[src/rtl/restart_aware_cmd_arbiter.sv]
// Credit-gated PSL command arbiter: strict-priority restart path over round-robin
// compute-unit requesters, with tagging, credit accounting and enable-driven re-init.
package restart_aware_cmd_arbiter_pkg;
  localparam int TAG_W = 8;

  typedef struct packed {
    logic [7:0]       opcode;
    logic [TAG_W-1:0] tag;
    logic [31:0]      addr;
  } psl_cmd_t;

  typedef struct packed {
    logic     valid;
    psl_cmd_t cmd;
  } CommandBufferLine;

  typedef enum logic [1:0] {ARB_RESET, ARB_INIT, ARB_RUN, ARB_HOLD} arb_state_e;
endpackage

module restart_aware_cmd_arbiter
  import restart_aware_cmd_arbiter_pkg::*;
#(
  parameter int NUM_REQ  = 4,
  parameter int CREDIT_W = 8
) (
  input  logic                clock,
  input  logic                rstn,
  input  logic                enabled_in,
  input  logic [NUM_REQ-1:0]  req_valid,
  input  CommandBufferLine    req_cmd [NUM_REQ],
  output logic [NUM_REQ-1:0]  req_grant,
  input  CommandBufferLine    restart_cmd_in,
  input  logic                restart_pending_in,
  output logic                restart_grant,
  input  logic [CREDIT_W-1:0] credits_total,
  input  logic                credit_return,
  output CommandBufferLine    command_out,
  output logic [CREDIT_W-1:0] command_tag_out,
  output logic [CREDIT_W-1:0] credits_out,
  output logic                credit_error
);
  localparam int PTR_W = (NUM_REQ > 1) ? $clog2(NUM_REQ) : 1;
  localparam logic [PTR_W-1:0] PTR_RST = PTR_W'(NUM_REQ - 1);

  arb_state_e          state_q, state_d;
  logic                enabled_q;
  logic [CREDIT_W-1:0] credits_q, tag_q;
  logic [PTR_W-1:0]    rr_ptr_q, grant_idx, scan_idx;
  logic                req_hit, can_grant, any_grant;
  CommandBufferLine    req_line;

  // NOTE: sequential state uses non-blocking assignments so every register samples
  // pre-edge values; blocking here would create order-dependent simulation races.
  always_ff @(posedge clock or negedge rstn) begin
    if (!rstn) begin
      state_q   <= ARB_RESET;
      enabled_q <= 1'b0;
    end else begin
      state_q   <= state_d;
      enabled_q <= enabled_in;
    end
  end

  // Dropping enable forces re-init at once; otherwise advance on the registered enable.
  always_comb begin
    state_d = state_q;
    if (!enabled_in) begin
      state_d = ARB_RESET;
    end else if (enabled_q) begin
      case (state_q)
        ARB_RESET: state_d = ARB_INIT;
        ARB_INIT:  state_d = ARB_RUN;
        ARB_RUN:   if (restart_pending_in) state_d = ARB_HOLD;
        ARB_HOLD:  if (!restart_pending_in && !restart_cmd_in.valid) state_d = ARB_RUN;
        default:   state_d = ARB_RESET;
      endcase
    end
  end

  // NOTE: every signal written here gets a default first, so no path infers a latch.
  always_comb begin
    req_grant     = '0;
    restart_grant = 1'b0;
    req_hit       = 1'b0;
    grant_idx     = rr_ptr_q;
    scan_idx      = rr_ptr_q;
    can_grant     = enabled_in && (state_q == ARB_RUN || state_q == ARB_HOLD)
                    && (credits_q != '0);
    if (can_grant) begin
      if (restart_cmd_in.valid) begin
        restart_grant = 1'b1;
      end else if (state_q == ARB_RUN) begin
        for (int k = 1; k <= NUM_REQ; k++) begin
          scan_idx = PTR_W'((int'(rr_ptr_q) + k) % NUM_REQ);
          if (!req_hit && req_valid[scan_idx]) begin
            req_hit   = 1'b1;
            grant_idx = scan_idx;
          end
        end
        if (req_hit) req_grant[grant_idx] = 1'b1;
      end
    end
    any_grant = restart_grant | req_hit;
  end

  // Requester commands carry the local tag in place of whatever tag they arrived with.
  always_comb begin
    req_line         = req_cmd[grant_idx];
    req_line.valid   = 1'b1;
    req_line.cmd.tag = TAG_W'(tag_q);
  end

  always_ff @(posedge clock or negedge rstn) begin
    if (!rstn) begin
      credits_q       <= '0;
      tag_q           <= '0;
      rr_ptr_q        <= PTR_RST;
      credit_error    <= 1'b0;
      command_out     <= '0;
      command_tag_out <= '0;
    end else begin
      case (state_q)
        ARB_RESET: begin
          credits_q    <= '0;
          credit_error <= 1'b0;
        end
        ARB_INIT: credits_q <= credits_total;
        default: begin
          if (any_grant && !credit_return) begin
            credits_q <= credits_q - 1'b1;
          end else if (!any_grant && credit_return) begin
            if (credits_q == credits_total) credit_error <= 1'b1;
            else                            credits_q    <= credits_q + 1'b1;
          end
        end
      endcase

      if (!enabled_in) begin
        command_out <= '0;
      end else if (restart_grant) begin
        command_out     <= restart_cmd_in;
        command_tag_out <= CREDIT_W'(restart_cmd_in.cmd.tag);
      end else if (req_hit) begin
        command_out     <= req_line;
        command_tag_out <= tag_q;
        tag_q           <= tag_q + 1'b1;
        rr_ptr_q        <= grant_idx;
      end else begin
        command_out <= '0;
      end
    end
  end

  assign credits_out = credits_q;

endmodule

[config.mk]
export PLATFORM = sky130hd
export DESIGN_NAME = restart_aware_cmd_arbiter
export DESIGN_NICKNAME = d
export VERILOG_FILES = /design/src/rtl/restart_aware_cmd_arbiter.sv
export SDC_FILE = /design/constraint.sdc
export NUM_CORES = 1
export LEC_CHECK = 0
export ABC_AREA = 0
export BUFFER_PORTS_ARGS = -buffer_cell sky130_fd_sc_hd__buf_2
export CAP_MARGIN = 20
export CORE_AREA = 5 5 128 130
export CTS_CLUSTER_DIAMETER = 60
export DETAILED_ROUTE_END_ITERATION = 7
export DIE_AREA = 0 0 133 135
export PLACE_DENSITY = 0.63
export SLEW_MARGIN = 20
export SYNTH_ARGS = -nofsm -noshare
export SYNTH_HDL_FRONTEND = slang
export SYNTH_SLANG_ARGS = --single-unit
[constraint.sdc]
create_clock -name clock -period 4.05 [get_ports clock]
set_clock_uncertainty 0.2 [all_clocks]
set_input_delay 0.2025 -clock clock [delete_from_list [all_inputs] [get_ports clock]]
set_output_delay 0.2025 -clock clock [all_outputs]
set_load 0.1 [all_outputs]
==> metrics.log <==
INFO  metric grt_antenna_before_repair = 1
INFO  metric final_net_count = 1,090
INFO  metric synthesis.instances = 451
INFO  metric coreArea = 15,000 um2
INFO  metric critical_path_class = flip-flop to flip-flop
INFO  metric max_cap_viol_count = 0
INFO  metric p_int = 1910 uW
INFO  metric syn_nets = 715
INFO  metric leakage = 0.00425 uW
INFO  metric synth.most_common_cell = sky130_fd_sc_hd__mux2i_1
INFO  metric grt_util_all_layers = 18.4%
INFO  metric ant_nets = 0
INFO  metric flow.area_growth_from_synthesis = 63.1%
INFO  metric min_period = 3.47 ns
INFO  metric iteration_count_of_the_initial_detailed_routing_pass = 4
INFO  metric floorplan.die.width = 133 um
INFO  metric critPathArrivalTime = 3.50 ns
INFO  metric slowest_delay = 0.74 ns
INFO  metric grt_setup_unrepaired = no
INFO  metric setup-tns-final = 0 ns
INFO  metric synth_edf_count = 0
INFO  metric critical_path.n_buffers_inverters = 2
INFO  metric hold_buffers = 90
INFO  metric critical_path.slowest_cell = sky130_fd_sc_hd__mux2i_4
INFO  metric timing.rr.start = state_q[1]
INFO  metric post_synthesis_sequential_element_count = 79
INFO  metric die-area = 18,000 um2
INFO  metric cp.depth = 7
INFO  metric final-setup-viol-count = 0
INFO  metric synth_top_cells_by_area = sky130_fd_sc_hd__dfrtp_1 41%, sky130_fd_sc_hd__mux2i_1 18%, sky130_fd_sc_hd__o221ai_1 7.5%, sky130_fd_sc_hd__nand2_1 5.2%, sky130_fd_sc_hd__xnor2_1 3.0%
INFO  metric kind_of_start_point_of_the_critical_path = flip-flop
INFO  metric clkSlewWorstSetupHoldPaths = 0.07 ns
INFO  metric place.port_buffers = 296
INFO  metric drc = 0
INFO  metric grt_remaining_overflow = 0
INFO  metric switchingPower = 1300 uW
INFO  metric synth_warnings = 0
INFO  metric post_synth.cell_area_avg = 10.3 um2
INFO  metric starting_utilization_of_the_core_area = 30.9%
INFO  metric largest_net_degree_at_the_start_of_global_routing = 80
INFO  metric design.portCount = 333
INFO  metric synthesis.area = 4650 um2
INFO  metric first_global_vias = 5,218
INFO  metric sequentialPowerShare = 29.4%
INFO  metric hold_viol = 0
INFO  metric depth_of_the_worst_register_to_register_path = 7
INFO  metric yosys.area.top_type_share = 41.4%
INFO  metric biggest_area_consumer_among_synthesized_cells = sky130_fd_sc_hd__dfrtp_1
INFO  metric post_cts.resized_instances = 0
INFO  metric clock.fmax = 0.288 GHz
INFO  metric drt_wl_total = 17.2 mm
INFO  metric power.share.clock = 26.5%
INFO  metric timing.critical_path.cells = and4bb_2 -> a21boi_2 -> mux2i_4 -> buf_12 -> mux2i_1 -> o221ai_1 -> dlygate4sd3_1
INFO  metric synthFlopType = sky130_fd_sc_hd__dfrtp_1
INFO  metric comb_power_share = 44.1%
INFO  metric setup.worst_path.start = state_q[1]
INFO  metric power.switching_fraction = 40.5%
INFO  metric critical_path_maximum_fanout = 28
INFO  metric tritoncts.num_buffers = 9
INFO  metric fraction_of_synthesis_flops_using_an_asynchronous_set_or_reset_pin = 100%
INFO  metric die_h = 135 um
INFO  metric finalHoldWorstSlack = 0.00642 ns
INFO  metric hold_path_depth = 3
INFO  metric place_congestion = 0.838
INFO  metric global_route_wire_length_before_repair = 26.3 mm
INFO  metric finalMaxSlewViolations = 0
INFO  metric drive_gt1_share = 41.3%
INFO  metric vdd_drop_max = 0.298 mV
INFO  metric worst-slew-pin-transition = 0.776 ns
INFO  metric placementRows = 45
INFO  metric critical-path-top-delay-family = multiplexers
INFO  metric path_class_of_the_lowest_slack_min_delay_path = input pin to flip-flop
INFO  metric routed_via_count = 5,033
INFO  metric ys_top_cells_by_count = 83 x sky130_fd_sc_hd__mux2i_1, 77 x sky130_fd_sc_hd__dfrtp_1, 64 x sky130_fd_sc_hd__nand2_1, 40 x sky130_fd_sc_hd__o221ai_1
INFO  metric worst_setup_path_end_kind = flip-flop
INFO  metric max_slew_margin = 47.1%
INFO  metric dp_hpwl = 12.8 mm
INFO  metric power.density_cell_area = 424 nW/um2
INFO  metric cts_tree = built
INFO  metric synth_cell_types = 53
INFO  metric clock_path_buffers = 2
INFO  metric iteration_0_drc_markers = 215
INFO  metric outcome = finished clean
INFO  metric worst-endpoint-required = 4.07 ns
INFO  metric htree_num_levels = 3
INFO  metric synth.yosys.seq_area_share = 42.6%
INFO  metric insertion_delay = 0.34 ns
INFO  metric hp-start = req_cmd[46]
INFO  metric post-cts-setup-buffer-count = 0
INFO  metric final.period_utilization = 85.8%
INFO  metric sinks_on_the_clock_net = 79
INFO  metric cts-root-buf = sky130_fd_sc_hd__clkbuf_16
INFO  metric drt-wirelength-per-cell = 16.8 um
INFO  metric viasPerCell = 4.93
-- layout by cell type, fill, tap and decap left out, types with 4 or more instances in the layout --
cell type                       count
sky130_fd_sc_hd__a21o_1             9
sky130_fd_sc_hd__dlygate4sd3_1     90
sky130_fd_sc_hd__buf_2            295
sky130_fd_sc_hd__inv_1              9
sky130_fd_sc_hd__mux2i_1           82
sky130_fd_sc_hd__clkbuf_16          9
sky130_fd_sc_hd__nand3_1            7
sky130_fd_sc_hd__nand4_1           12
sky130_fd_sc_hd__o221ai_1          40
sky130_fd_sc_hd__nor2_1            12
sky130_fd_sc_hd__nand2b_1           8
sky130_fd_sc_hd__buf_4             12
sky130_fd_sc_hd__a21oi_1            6
sky130_fd_sc_hd__xnor2_1           16
sky130_fd_sc_hd__o211ai_1           5
sky130_fd_sc_hd__nor3_1             4
sky130_fd_sc_hd__nand2_1           64
sky130_fd_sc_hd__a22o_1             7
sky130_fd_sc_hd__dfrtp_1           77
-- final timing paths --
| check | slack, ns | to |
|---|---|---|
| max in group asynchronous | 2.88 | command_out[5] |
| setup / recovery | 0.58 | command_out[28] |
| hold / removal | 0.006 | command_out[46] |
| hold reg to reg | 0.27 | command_tag_out[5] |
| min in group asynchronous | 0.27 | credits_out[1] |
| setup reg to reg | 0.58 | command_out[28] |
-- cell type report --
type                       count  area (um2)
fill                        1424        7450
timing repair buffer         401        2540
multi-input combinational    326        2480
sequential                    79        1980
tap                          188         235
clock buffer                   9         225
clock inverter                 7        91.3
inverter                       9        33.8
antenna                        1        2.50
-- state kept, by name, indices dropped and copies added (netlist names) --
signal	count
state_q	2
command_out	49
enabled_q	1
tag_q	8
credit_error	1
command_tag_out	8
credits_out	8
rr_ptr_q	2
-- per-stage QoR --
stage	power, uW	instance area (um2)	utilization [%]	std cells	setup WS, ns
after floorplan	1990	4660	-	451	0.181
after global placement	2320	6360	42.3	913	0.910
after detailed placement	2330	6360	42.3	913	0.927
after CTS	3250	7580	50.4	1019	0.517
after global routing	3390	7580	50.5	1020	0.281
final	3220	7580	50.5	1020	0.575
-- kinds of logic after synthesis --
logic type / share of synthesized area [%]
simple gates: 14.1
compound gates: 17.0
mux: 17.9
buf+inv: 4.90
flops: 42.6
fa+ha+maj: 0.538
xor+xnor: 3.01
-- worst register-to-register path, cell delays in order, from the launching register on --
cell,delay [ns]
sky130_fd_sc_hd__dfrtp_1,0.55
sky130_fd_sc_hd__and4bb_2,0.28
sky130_fd_sc_hd__a21boi_2,0.31
sky130_fd_sc_hd__mux2i_4,0.74
sky130_fd_sc_hd__buf_12,0.30
sky130_fd_sc_hd__mux2i_1,0.27
sky130_fd_sc_hd__o221ai_1,0.13
sky130_fd_sc_hd__dlygate4sd3_1,0.58
-- power by group through the flow --
stage	clock [uW]	sequential [uW]	combinational, uW
global placement	0	958	1360
global route	920	957	1510
floorplan	0	1290	692
detailed placement	0	961	1370
finish	851	946	1420
CTS	879	946	1430
-- routing by layer --
layer	global-route usage, %	up-vias	routed length [um]
li1	-	2441	-
met1	20.7	2380	6500
met2	33.5	189	9160
met3	5.51	23	1210
met4	5.54	0	306
met5	0	-	0
Power figures use the tool's default switching activity.
